$ cat src/rtl/ps2_key_decoder.sv
// PS/2 scan-code consumer: pops bytes from the receive FIFO, folds E0/F0
// prefixes into single make/break events, tracks Shift / Caps Lock and
// presents each event with its ASCII translation.
//
// state | meaning
// ------+-----------------------------------------------------------
// IDLE  | waiting for ready; captures the FIFO head and strobes a pop
// POP   | pop strobe low; decodes the captured byte and registers it
module ps2_key_decoder #(
    parameter int CNT_W = 8
) (
    input  logic             clk,
    input  logic             clrn,
    input  logic [7:0]       data,
    input  logic             ready,
    input  logic             overflow,
    output logic             nextdata_n,
    output logic             key_valid,
    output logic [7:0]       key_code,
    output logic             key_ext,
    output logic             key_down,
    output logic [7:0]       ascii,
    output logic             shift,
    output logic             caps_lock,
    output logic [CNT_W-1:0] key_count,
    output logic             err
);

    localparam logic [7:0] CODE_EXT    = 8'hE0;
    localparam logic [7:0] CODE_BRK    = 8'hF0;
    localparam logic [7:0] CODE_LSHIFT = 8'h12;
    localparam logic [7:0] CODE_RSHIFT = 8'h59;
    localparam logic [7:0] CODE_CAPS   = 8'h58;

    typedef enum logic {
        IDLE = 1'b0,
        POP  = 1'b1
    } state_t;

    state_t     state;
    logic [7:0] byte_r;
    logic [7:0] held_code;
    logic       held_valid;
    logic       ext_pend;
    logic       brk_pend;

    logic       is_letter;
    logic [4:0] letter_idx;
    logic       is_digit;
    logic [3:0] digit_idx;
    logic [7:0] ascii_nxt;
    logic       is_shift_code;
    logic       is_new_press;

    assign is_shift_code = (byte_r == CODE_LSHIFT) || (byte_r == CODE_RSHIFT);
    assign is_new_press  = !held_valid || (byte_r != held_code);

    // Classify the captured scan code as a letter or digit and find its index
    always_comb begin
        is_letter  = 1'b0;
        letter_idx = 5'd0;
        is_digit   = 1'b0;
        digit_idx  = 4'd0;
        case (byte_r)
            8'h1C: begin is_letter = 1'b1; letter_idx = 5'd0;  end
            8'h32: begin is_letter = 1'b1; letter_idx = 5'd1;  end
            8'h21: begin is_letter = 1'b1; letter_idx = 5'd2;  end
            8'h23: begin is_letter = 1'b1; letter_idx = 5'd3;  end
            8'h24: begin is_letter = 1'b1; letter_idx = 5'd4;  end
            8'h2B: begin is_letter = 1'b1; letter_idx = 5'd5;  end
            8'h34: begin is_letter = 1'b1; letter_idx = 5'd6;  end
            8'h33: begin is_letter = 1'b1; letter_idx = 5'd7;  end
            8'h43: begin is_letter = 1'b1; letter_idx = 5'd8;  end
            8'h3B: begin is_letter = 1'b1; letter_idx = 5'd9;  end
            8'h42: begin is_letter = 1'b1; letter_idx = 5'd10; end
            8'h4B: begin is_letter = 1'b1; letter_idx = 5'd11; end
            8'h3A: begin is_letter = 1'b1; letter_idx = 5'd12; end
            8'h31: begin is_letter = 1'b1; letter_idx = 5'd13; end
            8'h44: begin is_letter = 1'b1; letter_idx = 5'd14; end
            8'h4D: begin is_letter = 1'b1; letter_idx = 5'd15; end
            8'h15: begin is_letter = 1'b1; letter_idx = 5'd16; end
            8'h2D: begin is_letter = 1'b1; letter_idx = 5'd17; end
            8'h1B: begin is_letter = 1'b1; letter_idx = 5'd18; end
            8'h2C: begin is_letter = 1'b1; letter_idx = 5'd19; end
            8'h3C: begin is_letter = 1'b1; letter_idx = 5'd20; end
            8'h2A: begin is_letter = 1'b1; letter_idx = 5'd21; end
            8'h1D: begin is_letter = 1'b1; letter_idx = 5'd22; end
            8'h22: begin is_letter = 1'b1; letter_idx = 5'd23; end
            8'h35: begin is_letter = 1'b1; letter_idx = 5'd24; end
            8'h1A: begin is_letter = 1'b1; letter_idx = 5'd25; end
            8'h45: begin is_digit  = 1'b1; digit_idx  = 4'd0;  end
            8'h16: begin is_digit  = 1'b1; digit_idx  = 4'd1;  end
            8'h1E: begin is_digit  = 1'b1; digit_idx  = 4'd2;  end
            8'h26: begin is_digit  = 1'b1; digit_idx  = 4'd3;  end
            8'h25: begin is_digit  = 1'b1; digit_idx  = 4'd4;  end
            8'h2E: begin is_digit  = 1'b1; digit_idx  = 4'd5;  end
            8'h36: begin is_digit  = 1'b1; digit_idx  = 4'd6;  end
            8'h3D: begin is_digit  = 1'b1; digit_idx  = 4'd7;  end
            8'h3E: begin is_digit  = 1'b1; digit_idx  = 4'd8;  end
            8'h46: begin is_digit  = 1'b1; digit_idx  = 4'd9;  end
            default: ;
        endcase
    end

    // Translate to ASCII using the modifier state from before this byte
    always_comb begin
        ascii_nxt = 8'h00;
        if (!ext_pend) begin
            if (is_letter) begin
                ascii_nxt = ((shift ^ caps_lock) ? 8'h41 : 8'h61) + {3'b000, letter_idx};
            end else if (is_digit) begin
                if (!shift) begin
                    ascii_nxt = 8'h30 + {4'b0000, digit_idx};
                end else begin
                    case (digit_idx)
                        4'd0:    ascii_nxt = 8'h29;
                        4'd1:    ascii_nxt = 8'h21;
                        4'd2:    ascii_nxt = 8'h40;
                        4'd3:    ascii_nxt = 8'h23;
                        4'd4:    ascii_nxt = 8'h24;
                        4'd5:    ascii_nxt = 8'h25;
                        4'd6:    ascii_nxt = 8'h5E;
                        4'd7:    ascii_nxt = 8'h26;
                        4'd8:    ascii_nxt = 8'h2A;
                        default: ascii_nxt = 8'h28;
                    endcase
                end
            end else begin
                case (byte_r)
                    8'h29:   ascii_nxt = 8'h20;
                    8'h5A:   ascii_nxt = 8'h0D;
                    8'h66:   ascii_nxt = 8'h08;
                    default: ascii_nxt = 8'h00;
                endcase
            end
        end
    end

    // Pop/decode FSM with registered event, modifier and press-count outputs
    always_ff @(posedge clk or negedge clrn) begin
        if (!clrn) begin
            state      <= IDLE;
            byte_r     <= 8'h00;
            nextdata_n <= 1'b1;
            key_valid  <= 1'b0;
            key_code   <= 8'h00;
            key_ext    <= 1'b0;
            key_down   <= 1'b0;
            ascii      <= 8'h00;
            shift      <= 1'b0;
            caps_lock  <= 1'b0;
            key_count  <= '0;
            err        <= 1'b0;
            held_valid <= 1'b0;
            held_code  <= 8'h00;
            ext_pend   <= 1'b0;
            brk_pend   <= 1'b0;
        end else begin
            key_valid <= 1'b0;
            if (overflow) begin
                err <= 1'b1;
            end
            case (state)
                IDLE: begin
                    if (ready) begin
                        byte_r     <= data;
                        nextdata_n <= 1'b0;
                        state      <= POP;
                    end
                end
                POP: begin
                    nextdata_n <= 1'b1;
                    state      <= IDLE;
                    if (byte_r == CODE_EXT) begin
                        ext_pend <= 1'b1;
                    end else if (byte_r == CODE_BRK) begin
                        brk_pend <= 1'b1;
                    end else begin
                        key_valid <= 1'b1;
                        key_code  <= byte_r;
                        key_ext   <= ext_pend;
                        key_down  <= ~brk_pend;
                        ascii     <= ascii_nxt;
                        ext_pend  <= 1'b0;
                        brk_pend  <= 1'b0;
                        if (!brk_pend) begin
                            // a repeat of the held key pulses key_valid but is not a new press
                            if (is_new_press) begin
                                key_count  <= key_count + {{(CNT_W-1){1'b0}}, 1'b1};
                                held_code  <= byte_r;
                                held_valid <= 1'b1;
                                if (!ext_pend && (byte_r == CODE_CAPS)) begin
                                    caps_lock <= ~caps_lock;
                                end
                            end
                            if (!ext_pend && is_shift_code) begin
                                shift <= 1'b1;
                            end
                        end else begin
                            if (held_valid && (byte_r == held_code)) begin
                                held_valid <= 1'b0;
                            end
                            if (!ext_pend && is_shift_code) begin
                                shift <= 1'b0;
                            end
                        end
                    end
                end
                default: state <= IDLE;
            endcase
        end
    end

endmodule

$ cat config.mk
export PLATFORM = sky130hd
export DESIGN_NAME = ps2_key_decoder
export DESIGN_NICKNAME = d
export VERILOG_FILES = /design/src/rtl/ps2_key_decoder.sv
export SDC_FILE = /design/constraint.sdc
export NUM_CORES = 1
export LEC_CHECK = 0
export BUFFER_PORTS_ARGS = -buffer_cell sky130_fd_sc_hd__buf_2
export CORE_AREA = 4 4 119 121
export DETAILED_ROUTE_END_ITERATION = 10
export DIE_AREA = 0 0 123 125
export PLACE_DENSITY = 0.42
export SLEW_MARGIN = 25
export SYNTH_ARGS = -nofsm -noshare
export SYNTH_HDL_FRONTEND = slang
export SYNTH_SLANG_ARGS = --single-unit
$ cat constraint.sdc
create_clock -name clk -period 3.3 [get_ports clk]
set_clock_uncertainty 0.2 [all_clocks]
set_input_delay 0.66 -clock clk [delete_from_list [all_inputs] [get_ports clk]]
set_output_delay 0.66 -clock clk [all_outputs]
set_load 0.02 [all_outputs]
== Yosys cells after proc, flatten, opt, wreduce, memory -nomap -nowiden ==
Memory sizes are Yosys's and may differ from the RTL's.
Index checks and enable logic that the tools add are counted.
Operators by class
  $add $sub $neg: 3
  equal/unequal tests: 49
  muxes and demuxes: 26
  bitwise operators: 6
  reduce and logical (&&, ||, !) cells: 18
Operator list (number)
  equality test 8 x 6 -> 1 bit, second input constant: 23
  case mux 5 bit (25 select lines): 1
  equality test 8 x 7 -> 1 bit, second input constant: 11
  equality test 8 x 5 -> 1 bit, second input constant: 8
  case mux 4 bit (9 select lines): 1
  2-to-1 mux 8 bit: 4
  OR reduction 26 bit: 1
  case mux 6 bit (3 select lines): 1
  equality test 8 bit, second input constant: 2
  2-to-1 mux 1 bit: 16
  AND reduction 5 bit: 2
  OR reduction 10 bit: 1
  adder 7 x 5 -> 8 bit: 1
  adder 8 x 1 -> 8 bit, second input constant: 1
  equality test 8 bit: 1
  != test 8 bit: 1
  adder 6 x 4 -> 7 bit, first input constant: 1
  2-to-1 mux 6 bit: 1
  AND reduction 2 bit: 3
  AND reduction 6 bit: 1
  inverter 1 bit: 5
  != test 2 bit, second input constant: 2
  case mux 1 bit (2 select lines): 2
  AND reduction 4 bit: 1
  7 further kinds: 11
Storage, ports and cells
  bits in registers: 51
  bits in read-only memories: 112
  output and inout bits: 31
  word-level logic and storage cells: 119
  memories kept: 1
Memory list
  (no name shown): words 16, width 7, rd ports 1, clocked after memory_dff 0, wr ports 0, RTL line 115  | case (digit_idx)

== Longest topological paths before layout ==
  depth in word-level cells: 7
  depth in mapped cells: 9

== Worst setup path before layout ==
No wires, ideal clock.
  kind: register -> register
  start point: register byte_r[4]
  end point: register ascii[1]
  library setup time: 127 ps
  arrival: 2012 ps
  required time: 2973 ps
  setup slack: 961 ps
  cell stages (with the launch flop): 9
  cells stage by stage: dfrtp_1 > or4b_1 > buf_2 > nor3_2 > o21ai_0 > nand3_1 > ha_1 > a211oi_1 > o21ai_0
Between the ends
  longest elaborated chain between the ends: 7
  elaborated cells between the ends (all ways): 54
  those cells by class: add/sub (2); eq/ne (38); mux (8); bitwise (2); reduce/logical (3); memory (1)
Ends and longest elaborated chain
  from (decl): RTL line 41  | logic [7:0] byte_r;
  from (signal assigned): RTL line 166  | byte_r <= data;
  equality test 8 x 7 -> 1 bit (tied with other cells): RTL line 64  | case (byte_r)
  case mux 4 bit (9 select lines): RTL line 64
  adder 6 x 4 -> 7 bit / memory (16 x 7 bit) (equally long branches)
  2-to-1 mux 8 bit: RTL line 112  | if (!shift) begin
  2-to-1 mux 8 bit: RTL line 111  | end else if (is_digit) begin
  2-to-1 mux 8 bit: RTL line 109  | if (is_letter) begin
  2-to-1 mux 8 bit: RTL line 108  | if (!ext_pend) begin
  to (signal assigned): RTL line 183  | ascii <= ascii_nxt;
  to (decl): RTL line 22  | output logic [7:0] ascii,
Parallel ways exist; a longest one is shown, timed or not.
A chain may end at the register's enable or synchronous reset.

== Final worst setup path ==
  start point: register byte_r[5]
  end point: register ascii[0]
Same word-level chain as after synthesis.

==> flow_summary.toml <==
[power_and_ir_drop]
ir_worst_vdd_uv = 204
power.density_nw_per_um2 = 613
p_leak_uw = 0.00157
power_uw = 2270

[placement]
dpl.cell_count = 546
gp_congestion = 0.839
io_buffers = 42
hpwl_um = 6610

[finish]
synthToLayoutAreaGrowth_pct = 19.7
n_antenna_cell = 0
final_common_cell = "dfrtp_1"
drive_above_1_share_pct = 25.9
nFillCells = 1376
nNetsFinal = 391
finalNonFillerCells = 554
regArea_um2 = 1280
multi_input_area_um2 = 1690
layout_common_cells = "dfrtp_1 (50), nand2_1 (44), buf_2 (42)"

[grt]
track_usage_pct = 11.8
grt_max_degree = 34
grt_pass1_wl_um = 14700
grt_overflow = 0
antenna_found_initial = 0
grt_pass1_vias = 2687

[logic_synthesis]
yosysTopAreaCell = "dfrtp_1"
synthTopCellsByArea = "dfrtp_1 (40%), mux2_2 (5.5%), nand2_1 (5.3%)"
yosysWarnings = 0
avgSynthCellArea_um2 = 9.15
ys_seq_area_share_pct = 41.3
syn-num-nets = 352
syn_inst = 338
yosys_most_used_dff = "dfrtp_1"
yosysUniqueCellTypes = 60
ys_async_sr_fraction_pct = 100
synthesis.area_um2 = 3090
ys_ff_latch = 51
synth_top_area_share_pct = 40.4
synth_edf_count = 0

[drt]
drt_iter0_drc = 162
drtPass1Iterations = 4
wire_per_inst_um = 16.2
routed_wl_um = 8980
drc_errors = 0
via_per_inst = 4.87
vias = 2697
ant_nets = 0

[outcome]
status = "completed"

[floorplanning]
core_area_um2 = 13100
dieArea_um2 = 15400
fp.dieH_um = 125
pin_count = 43
initial_core_util_pct = 23.6
die_w_um = 123
fp-row-count = 42

[sta]
rsz0062_at_grt = "no"
final_hold_viol_count = 0
post-route-min-period_ns = 2.95
worst_pin_slew_ns = 0.704
finalSetupViolCount = 0
relSlewSlack_pct = 53.0
max_freq_mhz = 339
finalSetupTns_ns = 0
finalCritPeriodShare_pct = 89.4
final_max_slew_viol_count = 0

[clock_tree]
cts_resized = 0
cts_buffers = 5
h-tree-depth = 2
ctsHoldBuffers = 0
clkLatencyLatePin_ns = 0.29
cts_tree = "yes"
cts_buffer_depth = 2
cts.sinks = 51
ctsRootBufferMaster = "clkbuf_16"
cts_setup_buffers = 0
path_clk_slew_ns = 0.07

[worst_setup_path]
critPathMaxFanout = 20
r2r_slack_ns = 0.35
required_ns = 3.26
critPathSlowestCell = "or4b_1"
setup.worst_path.start_class = "flop"
critPathCaptureType = "flop"
crit_arrival_ns = 2.91
cp_cell_sequence = "or4b_1, nor2_2, a22oi_1, o22ai_1, o221ai_1, nand3_1, o211ai_1"
slowest_delay_ns = 0.77
crit_type = "reg2reg"

[job]
maxCapViolations = 0

[worst_hold_path]
worstHoldPathType = "in2async"
report_power, final:
part | leakage, µW | total [µW] | switching (µW) | internal, µW
logic | 0.000855 | 746 | 437 | 310
registers | 0.000631 | 915 | 157 | 759
clock network | 0.0000804 | 609 | 248 | 361
total | 0.00157 | 2270 | 842 | 1430
final cells by class:
cell class,instances,share of cell area [%]
clock buffer,5,3.38
clock inverter,3,1.25
inverter,7,0.709
multi-input combinational,255,45.5
sequential,51,34.5
tap,176,5.94
timing repair buffer,57,8.71
flip-flops by register name (all words and copies together), names as in the netlist, 8 cells and up:
name	flops
key_code	8
held_code	8
byte_r	8
ascii	8
key_count	8
per-layer routing:
layer / global-route usage [%] / vias up / wire length, µm
li1: - / 1291 / -
met1: 17.4 / 1297 / 4330
met2: 17.8 / 96 / 4000
met3: 1.63 / 13 / 508
met4: 3.78 / 0 / 150
met5: 0 / - / 0
cell families after synthesis:
group	synth area share, %
DFF	41.3
muxes	6.75
and+or+nand+nor	22.5
adders and majority gates	0.809
AOI/OAI and AO/OA	17.6
buffers and inverters	4.57
xor gates and xnor gates	6.51
worst paths after layout:
kind / startpoint / endpoint / depth (start not counted)
setup / recovery: byte_r[5] / ascii[0] / 7
hold / removal: clrn / err / 1
setup reg to reg: byte_r[5] / ascii[0] / 7
hold reg to reg: key_count[7] / key_count[7] / 1
max in group asynchronous: clrn / nextdata_n / 2
min in group clk: key_count[7] / key_count[7] / 1
critical path, delay by kind of cell, from the launching register on:
family | cells | cell delay, ns
flops | 1 | 0.60
compound gates | 4 | 0.86
simple gates | 3 | 1.15
metrics by stage:
step / utilization, % / hold WS [ns] / worst slack [ns] / instance area [µm²]
2_1_floorplan: - / 0.164 / 0.961 / 3090
3_3_place_gp: 27.0 / 0.246 / 0.430 / 3530
3_5_place_dp: 27.0 / 0.253 / 0.430 / 3530
4_1_cts: 28.3 / 0.122 / 0.407 / 3700
5_1_grt: 28.3 / 0.140 / 0.192 / 3700
6_report: 28.3 / 0.103 / 0.349 / 3700
synthesized netlist by cell type (3+ instances only):
cell type	n
a31o_2	4
nand3_1	7
nand2b_1	9
nor2b_1	6
nor2_1	20
o21ai_0	22
o21ai_1	3
mux2_2	15
o32ai_1	3
and2_1	3
nand4_1	5
nor4_1	3
o22ai_1	6
a31oi_1	5
a21oi_1	9
buf_2	13
o31ai_1	3
nor3_1	12
mux2i_1	4
or2_2	3
dfrtp_1	50
a211oi_1	4
nand2_1	44
and3_1	5
xor2_1	6
inv_1	7
xnor2_1	17
clkbuf_1	8
nand3b_1	3
(Power assumes the default switching activity.)
